`src/rtl/alu_control_seq.sv`:
```
// -----------------------------------------------------------------------------
// alu_control_seq
//
// Registered ALU control decoder for the ID/EX boundary. It decodes ALUOp and
// the R-type funct field into an ALU select, a shift-amount select and a jr
// flag. Multiply (and, optionally, divide) operations take several cycles. A
// small IDLE/BUSY FSM with a down-counter sequences them and raises Stall to
// the hazard unit until the result is ready.
//
// Optional feature macro: ALUCTL_DIV_EN
//   defined   : funct 011010/011011 decode to div/divu. They are multi-cycle
//               with DIV_LAT cycles.
//   undefined : those funct codes are illegal and DIV_LAT is not used.
//
// Parameters:
//   SIG_W   - ALUSignal width (>= 4)
//   MUL_LAT - accept-to-Out_Valid cycles for mult/multu (>= 1)
//   DIV_LAT - accept-to-Out_Valid cycles for div/divu (>= 1)
//   CNT_W   - latency counter width, must hold the largest latency
//
// Ports:
//   Clk         in   rising-edge clock
//   Rst_n       in   asynchronous active-low reset
//   In_Valid    in   decode inputs valid this cycle
//   Flush       in   synchronous kill of the current/incoming op
//   ALUOp       in   [2:0] main-control op class
//   IFiveToZero in   [5:0] instruction funct field
//   ALUSignal   out  [SIG_W-1:0] registered ALU select
//   SAControl   out  registered: shift uses shamt
//   ALU_C       out  registered: jr
//   HiLoWrite   out  registered: op writes HI/LO
//   Out_Valid   out  registered: op complete, outputs final
//   Stall       out  registered: block busy, upstream must hold
//   Illegal     out  registered: unrecognised funct, pulses with Out_Valid
// -----------------------------------------------------------------------------
module alu_control_seq #(
    parameter int SIG_W   = 4,
    parameter int MUL_LAT = 4,
    parameter int DIV_LAT = 32,
    parameter int CNT_W   = 6
) (
    input  logic             Clk,
    input  logic             Rst_n,
    input  logic             In_Valid,
    input  logic             Flush,
    input  logic [2:0]       ALUOp,
    input  logic [5:0]       IFiveToZero,
    output logic [SIG_W-1:0] ALUSignal,
    output logic             SAControl,
    output logic             ALU_C,
    output logic             HiLoWrite,
    output logic             Out_Valid,
    output logic             Stall,
    output logic             Illegal
);

    // ALU select codes (4-bit core; zero-extended to SIG_W)
    localparam logic [3:0] ALU_ADD  = 4'd0;
    localparam logic [3:0] ALU_SUB  = 4'd1;
    localparam logic [3:0] ALU_OR   = 4'd2;
    localparam logic [3:0] ALU_SLT  = 4'd3;
    localparam logic [3:0] ALU_XOR  = 4'd4;
    localparam logic [3:0] ALU_SLL  = 4'd5;
    localparam logic [3:0] ALU_SRA  = 4'd6;
    localparam logic [3:0] ALU_AND  = 4'd7;
    localparam logic [3:0] ALU_SRL  = 4'd8;
    localparam logic [3:0] ALU_SLTU = 4'd9;
    localparam logic [3:0] ALU_NOR  = 4'd10;
    localparam logic [3:0] ALU_MUL  = 4'd11;
`ifdef ALUCTL_DIV_EN
    localparam logic [3:0] ALU_DIV  = 4'd12;
    localparam logic [3:0] ALU_DIVU = 4'd13;
    localparam logic [CNT_W-1:0] DIV_LAT_C = CNT_W'(DIV_LAT);
`endif

    localparam logic [CNT_W-1:0] MUL_LAT_C = CNT_W'(MUL_LAT);
    localparam logic [CNT_W-1:0] CNT_ONE   = CNT_W'(32'd1);
    localparam logic [CNT_W-1:0] CNT_ZERO  = '0;

    // Elaboration-time parameter sanity checks
    generate
        if (SIG_W < 4) begin : g_chk_sig_w
            $error("alu_control_seq: SIG_W must be >= 4");
        end
        if (MUL_LAT < 1) begin : g_chk_mul_lat
            $error("alu_control_seq: MUL_LAT must be >= 1");
        end
        if (DIV_LAT < 1) begin : g_chk_div_lat
            $error("alu_control_seq: DIV_LAT must be >= 1");
        end
        if (MUL_LAT >= (2 ** CNT_W)) begin : g_chk_cnt_mul
            $error("alu_control_seq: CNT_W too small for MUL_LAT");
        end
`ifdef ALUCTL_DIV_EN
        if (DIV_LAT >= (2 ** CNT_W)) begin : g_chk_cnt_div
            $error("alu_control_seq: CNT_W too small for DIV_LAT");
        end
`endif
    endgenerate

    typedef enum logic [0:0] {
        ST_IDLE = 1'b0,
        ST_BUSY = 1'b1
    } state_t;

    state_t           state_r;
    logic [CNT_W-1:0] cnt_r;

    logic [3:0]       dec_code_s;
    logic             dec_sa_s;
    logic             dec_jr_s;
    logic             dec_hilo_s;
    logic             dec_ill_s;
    logic             dec_multi_s;
    logic [CNT_W-1:0] dec_lat_s;
    logic             go_busy_s;

    // Combinational decode of ALUOp/funct into ALU controls and op latency
    always_comb begin
        dec_code_s  = ALU_ADD;
        dec_sa_s    = 1'b0;
        dec_jr_s    = 1'b0;
        dec_hilo_s  = 1'b0;
        dec_ill_s   = 1'b0;
        dec_multi_s = 1'b0;
        dec_lat_s   = CNT_ONE;
        case (ALUOp)
            3'b000: begin
                case (IFiveToZero)
                    6'b100000, 6'b100001: dec_code_s = ALU_ADD;
                    6'b100010, 6'b100011: dec_code_s = ALU_SUB;
                    6'b100100:            dec_code_s = ALU_AND;
                    6'b100101:            dec_code_s = ALU_OR;
                    6'b100110:            dec_code_s = ALU_XOR;
                    6'b100111:            dec_code_s = ALU_NOR;
                    6'b101010:            dec_code_s = ALU_SLT;
                    6'b101011:            dec_code_s = ALU_SLTU;
                    6'b000000: begin
                        dec_code_s = ALU_SLL;
                        dec_sa_s   = 1'b1;
                    end
                    6'b000010: begin
                        dec_code_s = ALU_SRL;
                        dec_sa_s   = 1'b1;
                    end
                    6'b000011: begin
                        dec_code_s = ALU_SRA;
                        dec_sa_s   = 1'b1;
                    end
                    6'b001000: begin
                        dec_code_s = ALU_ADD;
                        dec_jr_s   = 1'b1;
                    end
                    6'b011000, 6'b011001: begin
                        dec_code_s  = ALU_MUL;
                        dec_hilo_s  = 1'b1;
                        dec_multi_s = 1'b1;
                        dec_lat_s   = MUL_LAT_C;
                    end
`ifdef ALUCTL_DIV_EN
                    6'b011010: begin
                        dec_code_s  = ALU_DIV;
                        dec_hilo_s  = 1'b1;
                        dec_multi_s = 1'b1;
                        dec_lat_s   = DIV_LAT_C;
                    end
                    6'b011011: begin
                        dec_code_s  = ALU_DIVU;
                        dec_hilo_s  = 1'b1;
                        dec_multi_s = 1'b1;
                        dec_lat_s   = DIV_LAT_C;
                    end
`endif
                    default: begin
                        dec_code_s = ALU_ADD;
                        dec_ill_s  = 1'b1;
                    end
                endcase
            end
            3'b001:  dec_code_s = ALU_OR;
            3'b010:  dec_code_s = ALU_ADD;
            3'b011:  dec_code_s = ALU_SUB;
            3'b100:  dec_code_s = ALU_AND;
            3'b101:  dec_code_s = ALU_XOR;
            3'b110:  dec_code_s = ALU_SLT;
            3'b111:  dec_code_s = ALU_SLTU;
            default: dec_code_s = ALU_ADD;
        endcase
    end

    // A multi-cycle op with latency 1 behaves exactly like a single-cycle op
    always_comb begin
        if (dec_multi_s && (dec_lat_s > CNT_ONE)) begin
            go_busy_s = 1'b1;
        end else begin
            go_busy_s = 1'b0;
        end
    end

    // Sequencer FSM: latches the decode on accept and counts multi-cycle ops down
    always_ff @(posedge Clk or negedge Rst_n) begin
        if (!Rst_n) begin
            state_r   <= ST_IDLE;
            cnt_r     <= CNT_ZERO;
            ALUSignal <= '0;
            SAControl <= 1'b0;
            ALU_C     <= 1'b0;
            HiLoWrite <= 1'b0;
            Out_Valid <= 1'b0;
            Stall     <= 1'b0;
            Illegal   <= 1'b0;
        end else if (Flush) begin
            state_r   <= ST_IDLE;
            cnt_r     <= CNT_ZERO;
            ALUSignal <= '0;
            SAControl <= 1'b0;
            ALU_C     <= 1'b0;
            HiLoWrite <= 1'b0;
            Out_Valid <= 1'b0;
            Stall     <= 1'b0;
            Illegal   <= 1'b0;
        end else begin
            case (state_r)
                ST_IDLE: begin
                    if (In_Valid) begin
                        ALUSignal <= SIG_W'(dec_code_s);
                        SAControl <= dec_sa_s;
                        ALU_C     <= dec_jr_s;
                        HiLoWrite <= dec_hilo_s;
                        Illegal   <= dec_ill_s;
                        if (go_busy_s) begin
                            state_r   <= ST_BUSY;
                            cnt_r     <= dec_lat_s - CNT_ONE;
                            Out_Valid <= 1'b0;
                            Stall     <= 1'b1;
                        end else begin
                            state_r   <= ST_IDLE;
                            cnt_r     <= CNT_ZERO;
                            Out_Valid <= 1'b1;
                            Stall     <= 1'b0;
                        end
                    end else begin
                        state_r   <= ST_IDLE;
                        cnt_r     <= CNT_ZERO;
                        ALUSignal <= '0;
                        SAControl <= 1'b0;
                        ALU_C     <= 1'b0;
                        HiLoWrite <= 1'b0;
                        Out_Valid <= 1'b0;
                        Stall     <= 1'b0;
                        Illegal   <= 1'b0;
                    end
                end
                ST_BUSY: begin
                    // Decode outputs stay held; In_Valid is ignored here
                    cnt_r <= cnt_r - CNT_ONE;
                    if (cnt_r == CNT_ONE) begin
                        state_r   <= ST_IDLE;
                        Stall     <= 1'b0;
                        Out_Valid <= 1'b1;
                    end else begin
                        state_r   <= ST_BUSY;
                        Stall     <= 1'b1;
                        Out_Valid <= 1'b0;
                    end
                end
                default: begin
                    state_r   <= ST_IDLE;
                    cnt_r     <= CNT_ZERO;
                    ALUSignal <= '0;
                    SAControl <= 1'b0;
                    ALU_C     <= 1'b0;
                    HiLoWrite <= 1'b0;
                    Out_Valid <= 1'b0;
                    Stall     <= 1'b0;
                    Illegal   <= 1'b0;
                end
            endcase
        end
    end

endmodule

```
`config.mk`:
```
export PLATFORM = sky130hd
export DESIGN_NAME = alu_control_seq
export DESIGN_NICKNAME = d
export VERILOG_FILES = /design/src/rtl/alu_control_seq.sv
export SDC_FILE = /design/constraint.sdc
export NUM_CORES = 1
export LEC_CHECK = 0
export CAP_MARGIN = 20
export CORE_ASPECT_RATIO = 1.5
export CORE_UTILIZATION = 47
export CTS_BUF_LIST = sky130_fd_sc_hd__clkbuf_8
export DETAILED_ROUTE_END_ITERATION = 12
export GPL_TIMING_DRIVEN = 0
export PLACE_DENSITY = 0.82
export SLEW_MARGIN = 20
export SYNTH_ARGS = -nofsm -noshare
export SYNTH_HDL_FRONTEND = slang
export SYNTH_SLANG_ARGS = --single-unit
```
`constraint.sdc`:
```
create_clock -name Clk -period 1.47 [get_ports Clk]
set_clock_uncertainty 0.05 [all_clocks]
set_input_delay 0.294 -clock Clk [delete_from_list [all_inputs] [get_ports Clk]]
set_output_delay 0.294 -clock Clk [all_outputs]
set_load 0.005 [all_outputs]
```
Word level (Yosys, flattened, before mapping)

Cells that the tools add are included.

$add $sub $neg: 2
Magnitude comparators: 1
Eq/ne operators: 24
Mux-type cells: 42
Bitwise logic cells: 1
Reductions and logical operators: 7

Operator list:

| operator                                           | count |
|---|---|
| == test 6 bit, second input constant               | 10 |
| one-hot mux 4 bit (11 select lines)                | 1 |
| one-hot mux 4 bit (8 select lines)                 | 1 |
| two-way mux 1 bit                                  | 29 |
| two-way mux 6 bit                                  | 3 |
| OR reduction 16 bit                                | 1 |
| == test 3 bit, second input constant               | 4 |
| == test 6 x 2 -> 1 bit, second input constant      | 2 |
| == test 6 x 5 -> 1 bit, second input constant      | 2 |
| two-way mux 4 bit                                  | 3 |
| one-hot mux 6 bit (2 select lines)                 | 1 |
| subtractor 6 x 1 -> 6 bit, second input constant   | 2 |
| == test 3 x 2 -> 1 bit, second input constant      | 2 |
| == test 6 x 1 -> 1 bit, second input constant      | 1 |
| == test 6 x 4 -> 1 bit, second input constant      | 1 |
| > comparator 6 x 1 -> 1 bit, second input constant | 1 |
| zero test 6 bit                                    | 1 |
| two-way mux 3 bit                                  | 2 |
| one-hot mux 1 bit (2 select lines)                 | 2 |
| OR reduction 2 bit                                 | 2 |
| == test 3 x 1 -> 1 bit, second input constant      | 1 |
| zero test 3 bit                                    | 1 |
| OR reduction 3 bit                                 | 1 |
| inequality test 2 bit, second input constant       | 1 |
| 2 further kinds                                    | 2 |

Register bits: 16
Output and inout bits: 10

Depth between registers and ports, before layout

Gate-level depths: netlist of the first run.

Depth in word-level cells: 11
Mapped depth: 5
Mapped depth without buffers: 5

Worst setup path after synthesis of the first run

No wires, ideal clock.

Path kind: reg-to-reg
Start: register state_r
End: register ALUSignal[0]
Arrival time: 1.346 ns
Path slack: -0.059 ns
Cell stages (with the launch flop): 6
Path buffers: 1
Path through: dfrtp_1 nor2b_1 clkbuf_1 a221o_1 o41ai_1 a21oi_1

Longest elaborated chain between the ends: 1

RTL lines:

| element                         | RTL line | RTL |
|---|---|---|
| start: declaration              | 106      | `state_t state_r;` |
| start signal: assignment        | 203      | `state_r <= ST_IDLE;` |
| start signal: assignment        | 213      | `state_r <= ST_IDLE;` |
| start signal: assignment        | 232      | `state_r <= ST_BUSY;` |
| inequality test 2 bit (no line) | --       |  |
| end signal: assignment          | 226      | `ALUSignal <= SIG_W'(dec_code_s);` |
| end: declaration                | 48       | `output logic [SIG_W-1:0] ALUSignal,` |

No other way between the ends.
A chain may end at the register's enable or synchronous reset.

Worst setup path in the final report of the first run

Start: input ALUOp[2]
End: register SAControl

Longest elaborated chain between the ends: 5

RTL lines:

| element                | RTL line | RTL |
|---|---|---|
| start: declaration     | 46       | `input logic [2:0] ALUOp,` |
| zero test 3 bit        | 127      | `case (ALUOp)` |
| two-way mux 1 bit      | 127      |  |
| two-way mux 1 bit      | 225      | `if (In_Valid) begin` |
| two-way mux 1 bit      | 223      | `case (state_r)` |
| two-way mux 1 bit      | 212      | `end else if (Flush) begin` |
| end signal: assignment | 227      | `SAControl <= dec_sa_s;` |
| end: declaration       | 49       | `output logic SAControl,` |

No other way between the ends. The select of a mux whose other input is x is not followed.

==> results.toml, run 1 <==
[synthesis]
async_flop_share_pct = 100
netlist_area_um2 = 1070
synth_cells = 119
synth_area_leaders = "dfrtp_1 (38%), a21oi_1 (5.2%), nor2_1 (4.2%)"
ys_ff_latch = 16
syn_area_per_cell_um2 = 8.96
synth_cell_type_count = 43
synthFlopType = "dfrtp_1"
yosys.area.top_type = "dfrtp_1"
syn-num-nets = 134
synth-seq-area-share_pct = 37.6
yosysTopAreaCellShare_pct = 37.6
synth_edf_count = 0
yosysWarnings = 0

[cells_and_area]
diodes = 0
drive_gt1_share_pct = 29.8
fill_cells = 161
finalNonFillerCells = 173
layout_common_cells = "dfrtp_1 (16), nor2_1 (11), a21oi_1 (10), nand2_1 (10), buf_4 (7)"
utilization_pct = 72.7
nets = 168
layout_commonest_cell = "dfrtp_1"
final_cell_area_um2 = 1510
areaGrowthSynthToFinish_pct = 41.7

[setup_path]
crit_path_frequent_cell = "or3_4"
start_kind = "input port"
crit_chain = "buf_2 > or3_4 > or3_4 > nor2_4 > a32o_1"
slowest_delay_ns = 0.43
cp.required_ns = 1.60
worstSetupPathType = "in2reg"
crit_fanout = 6
end_kind = "flop"
critPathArrivalTime_ns = 1.60
cpMaxStageDelayCell = "or3_4"

[power_and_ir_drop]
power_density_nw_per_um2 = 640
p_leak_nw = 0.709
total_power_uw = 966
max-vdd-ir-drop_mv = 0.529

[timing]
setup_viol = 1
fmax_ghz = 0.679
finalHoldViolations = 0
setup_ws_ns = -0.00175
fin_crit_sh_pct = 100
drv_slew = 0
worst_slew_pin_slew_ns = 0.693
rsz0062_at_grt = "true"
finalCriticalPeriod_ns = 1.47
relSlewSlack_pct = 53.6

[routing]
routed_wl_mm = 3.11
drc_errors = 0
ant_nets = 0
dr.pass1.iters = 4
via_per_inst = 6.42
drt_iter0_drc = 47
vias = 1110
avgRoutedWirePerCell_um = 18.0

[cts]
cts_max_level = 1
clk_pin_slew_ns = 0.06
cts_made_buffers = 3
cts_tree = "done"
ctsHoldBuffers = 0
clock_latency_ns = 0.25
cts.sinks = 16
clock_path_buffers = 2
cts_root_buf = "clkbuf_8"

[flow_run]
drv_cap = 0

[global_routing]
grt.total_usage_pct = 26.6
grt_max_degree = 17
grt_pass1_vias = 1019
grt_first_pass_wirelength_mm = 4.45
grt_overflow = 0
antenna_found_initial = 0

[die]
die_area_um2 = 2470
die_w_um = 40.9
start_util_pct = 51.3
io_pins = 23
rows = 20
core-area_um2 = 2080
die_y_um = 60.3

[place]
io_buffer_count = 22
place_ws_ns = -0.685
dp_hpwl_mm = 2.04
placed_cell_area_um2 = 1330
gp_congestion = 0.837
place.detailed.instances = 163

[worst_hold_path]
min_path_type = "in2reg"

[run_status]
status = "complete, but fails checks"
failed_checks = "negative setup slack"
sequential cells by signal (all words and copies together), names as in the netlist:
signal	flops
Out_Valid	1
ALUSignal	4
cnt_r	6
HiLoWrite	1
ALU_C	1
SAControl	1
state_r	1
Illegal	1
cell families after synthesis:
group,Yosys count,synth area share (%)
AO/OA/AOI/OAI,32,21.6
XOR/XNOR,5,4.11
adder cells (fa/ha/maj),2,2.35
buffers and inverters,9,3.76
flip-flops,16,37.6
AND/OR/NAND/NOR,55,30.6
metal layers:
metal	track usage, %	share of wire (%)
met5	0	0
met3	1.10	4.3
met2	50.7	57
met1	24.9	35
met4	17.1	3.2
area by class of cell:
| cell class | count | area, um^2 | area share (%) |
|---|---|---|---|
| Buffer | 6 | 56.3 | 3.73 |
| Clock buffer | 3 | 41.3 | 2.73 |
| Inverter | 2 | 7.51 | 0.497 |
| Multi-Input combinational cell | 94 | 721 | 47.7 |
| Sequential cell | 16 | 400 | 26.5 |
| Tap cell | 22 | 27.5 | 1.82 |
| Timing Repair Buffer | 30 | 256 | 17.0 |
stage by stage:
step                      setup TNS [ns]  hold slack (ns)
after floorplan                 -0.00432          -0.0516
after global placement             -7.28            0.430
after detailed placement           -7.77            0.446
after CTS                              0            0.395
after global routing             -0.0636            0.445
final                           -0.00175            0.414
what timing repair did:
action	4_1_cts	5_1_grt
pin swaps	8	4
gates resized for setup	45	20
gates cloned	0	0
buffers inserted	4	4
endpoints found under the setup margin	15	12
final timing paths:
| kind | from | slack, ns | endpoint | depth (start not counted) |
|---|---|---|---|---|
| min reg2reg | ALU_C | 0.47 | ALU_C | 1 |
| max | ALUOp[2] | -0.002 | SAControl | 5 |
| min | ALUOp[0] | 0.41 | ALUSignal[2] | 4 |
| min in group asynchronous | Rst_n | 0.42 | cnt_r[1] | 1 |
| max in group asynchronous | Rst_n | 0.51 | Out_Valid | 1 |
| max reg2reg | state_r | 0.06 | SAControl | 4 |
power breakdown:
part           switching [mW]  total, mW  internal (mW)
Sequential            0.00269      0.449          0.446
Combinational           0.102      0.195         0.0939
Clock                   0.140      0.322          0.181
Total                   0.244      0.966          0.721
synthesized netlist by cell type (all sizes together) (3+ instances only):
master,n
nor2b,4
nor3b,3
or2,3
xnor2,4
buf,3
or3,4
dfrtp,16
a21oi,11
clkbuf,4
nand2,10
nand2b,6
o21ai,4
nor2,12
critical path, delay by kind of cell:
kind	cells	cell delay, ns
AOI/OAI and AO/OA	1	0.20
buffers and inverters	1	0.13
and+or+nand+nor	3	0.97
(Power assumes the default switching activity.)
==> run 2, diff against run 1 <==
--- a/config.mk
+++ b/config.mk
@@ -10,7 +10,6 @@
 export CORE_UTILIZATION = 47
 export CTS_BUF_LIST = sky130_fd_sc_hd__clkbuf_8
 export DETAILED_ROUTE_END_ITERATION = 12
-export GPL_TIMING_DRIVEN = 0
 export PLACE_DENSITY = 0.82
 export SLEW_MARGIN = 20
 export SYNTH_ARGS = -nofsm -noshare
==> run 2 against run 1 <==
Via count rose by 3.2%. Design area up 10%. The run now ends clean. Combinational power grew 13%. Total power increased by 9.7%. Maximum frequency up 0.18%. Sequential share of layout area down 2.4 points. Global-route usage rose by 2.0 points.
==> results.toml, run 2 (synthesis results as in run 1) <==
[run_status]
status = "finished clean"

[power_and_ir_drop]
power_density_nw_per_um2 = 638
p_leak_nw = 0.822
max-vdd-ir-drop_mv = 0.340

[cts]
ctsHoldBuffers = 0
clock_latency_ns = 0.25
cts.sinks = 16
cts_made_buffers = 3
clk_pin_slew_ns = 0.07
cts_root_buf = "clkbuf_8"
cts_tree = "done"
cts_max_level = 1
clock_path_buffers = 2

[cells_and_area]
largest_register_ffs = 6
areaGrowthSynthToFinish_pct = 55.9
diodes = 0
largest_register = "cnt_r"
reg_top3 = "cnt_r x6, ALUSignal x4"
nets = 185
utilization_pct = 80.0
layout_common_cells = "buf_4 (30), dfrtp_1 (16), nor2_1 (11), a21oi_1 (11), nand2_1 (10)"
layout_commonest_cell = "buf_4"
drive_gt1_share_pct = 35.5

[setup_path]
end_kind = "flop"
crit_fanout = 11
critPathArrivalTime_ns = 1.54
cp.required_ns = 1.54
rr_endpoint = "ALUSignal[0]"
reg2regPathDepth = 4
start_kind = "input port"
r2r_slack_ns = 0.04
startpoint = "IFiveToZero[2]"
r2r_start = "state_r"
worstSetupPathType = "in2reg"

[routing]
vias = 1146
via_per_inst = 6.00
ant_nets = 0
drt_iter0_drc = 22
drc_errors = 0
avgRoutedWirePerCell_um = 16.2
dr.pass1.iters = 4
routed_wl_mm = 3.10

[timing]
fmax_ghz = 0.681
fin_crit_sh_pct = 99.9
relSlewSlack_pct = 75.1
finalHoldViolations = 0
drv_slew = 0
fin_hold_ws_ns = 0.310
worst_slew_pin_slew_ns = 0.372
rsz0062_at_grt = "true"
finalCriticalPeriod_ns = 1.47
setup_viol = 0

[global_routing]
grt_overflow = 0
grt_pass1_vias = 1163
antenna_found_initial = 0
grt_max_degree = 17
grt.total_usage_pct = 28.6
grt_first_pass_wirelength_mm = 4.89

[worst_hold_path]
min_path_type = "in2async"

[die]
rows = 20
die_w_um = 40.9
core-area_um2 = 2080
io_pins = 23
start_util_pct = 51.3
die_area_um2 = 2470
die_y_um = 60.3

[place]
gp_congestion = 0.858
io_buffer_count = 22
dp_hpwl_mm = 2.33

[flow_run]
drv_cap = 0
-- run 2: final cells by class --
type / instances / area (um^2)
multi-input cells: 94 / 718
well taps: 22 / 27.5
repair buffers: 53 / 453
inverters: 2 / 7.51
clock buffers: 4 / 55.1
fillers: 133 / 415
flip-flops and latches: 16 / 400
-- run 2: where the power goes --
group | internal, mW | switching [mW] | leakage, nW
registers | 0.446 | 0.00262 | 0.221
clock network | 0.237 | 0.154 | 0.0288
logic | 0.114 | 0.106 | 0.572
total | 0.797 | 0.263 | 0.822
-- run 2: worst max-delay path by stage --
stage / end / slack (ns) / depth (start not counted)
floorplan: ALUSignal[0] / -0.004 / 5
global placement: SAControl / -0.53 / 5
detailed placement: SAControl / -0.57 / 5
CTS: ALUSignal[0] / -0.004 / 4
global route: ALUSignal[2] / -0.04 / 6
finish: Illegal / 0.0009 / 5
-- run 2: metrics by stage --
| stage | power, mW | worst slack, ns | std cells | area [um^2] | TNS, ns |
|---|---|---|---|---|---|
| after detailed placement | 0.656 | -0.568 | 182 | 1490 | -5.74 |
| final | 1.06 | 0.000877 | 191 | 1660 | 0 |
| after global routing | 1.11 | -0.0422 | 191 | 1660 | -0.0668 |
| after floorplan | 0.534 | -0.00432 | 119 | 1080 | -0.00432 |
| after global placement | 0.649 | -0.530 | 182 | 1490 | -5.35 |
| after CTS | 1.06 | -0.00442 | 190 | 1630 | -0.00608 |
-- run 2: metal layers --
metal  wire [um]  vias up  track usage (%)
met5           0        -                0
met3          95        6             3.66
met2        1750       29             51.8
met4          73        0             14.8
li1            -      544                -
met1        1180      567             29.8
-- run 2: critical path, cell delays in order --
cell and delay [ns]:
dlygate4sd2_1 0.27, buf_6 0.16, or4_4 0.50, a31oi_2 0.22, o41ai_2 0.10
-- run 2: timing repair --
| action | 4_1_cts | 5_1_grt |
|---|---|---|
| buffers inserted | 4 | 1 |
| endpoints found under the hold margin | 0 | 0 |
| gates resized for setup | 30 | 17 |
| setup endpoints to repair | 15 | 17 |
| pin swaps | 7 | 6 |
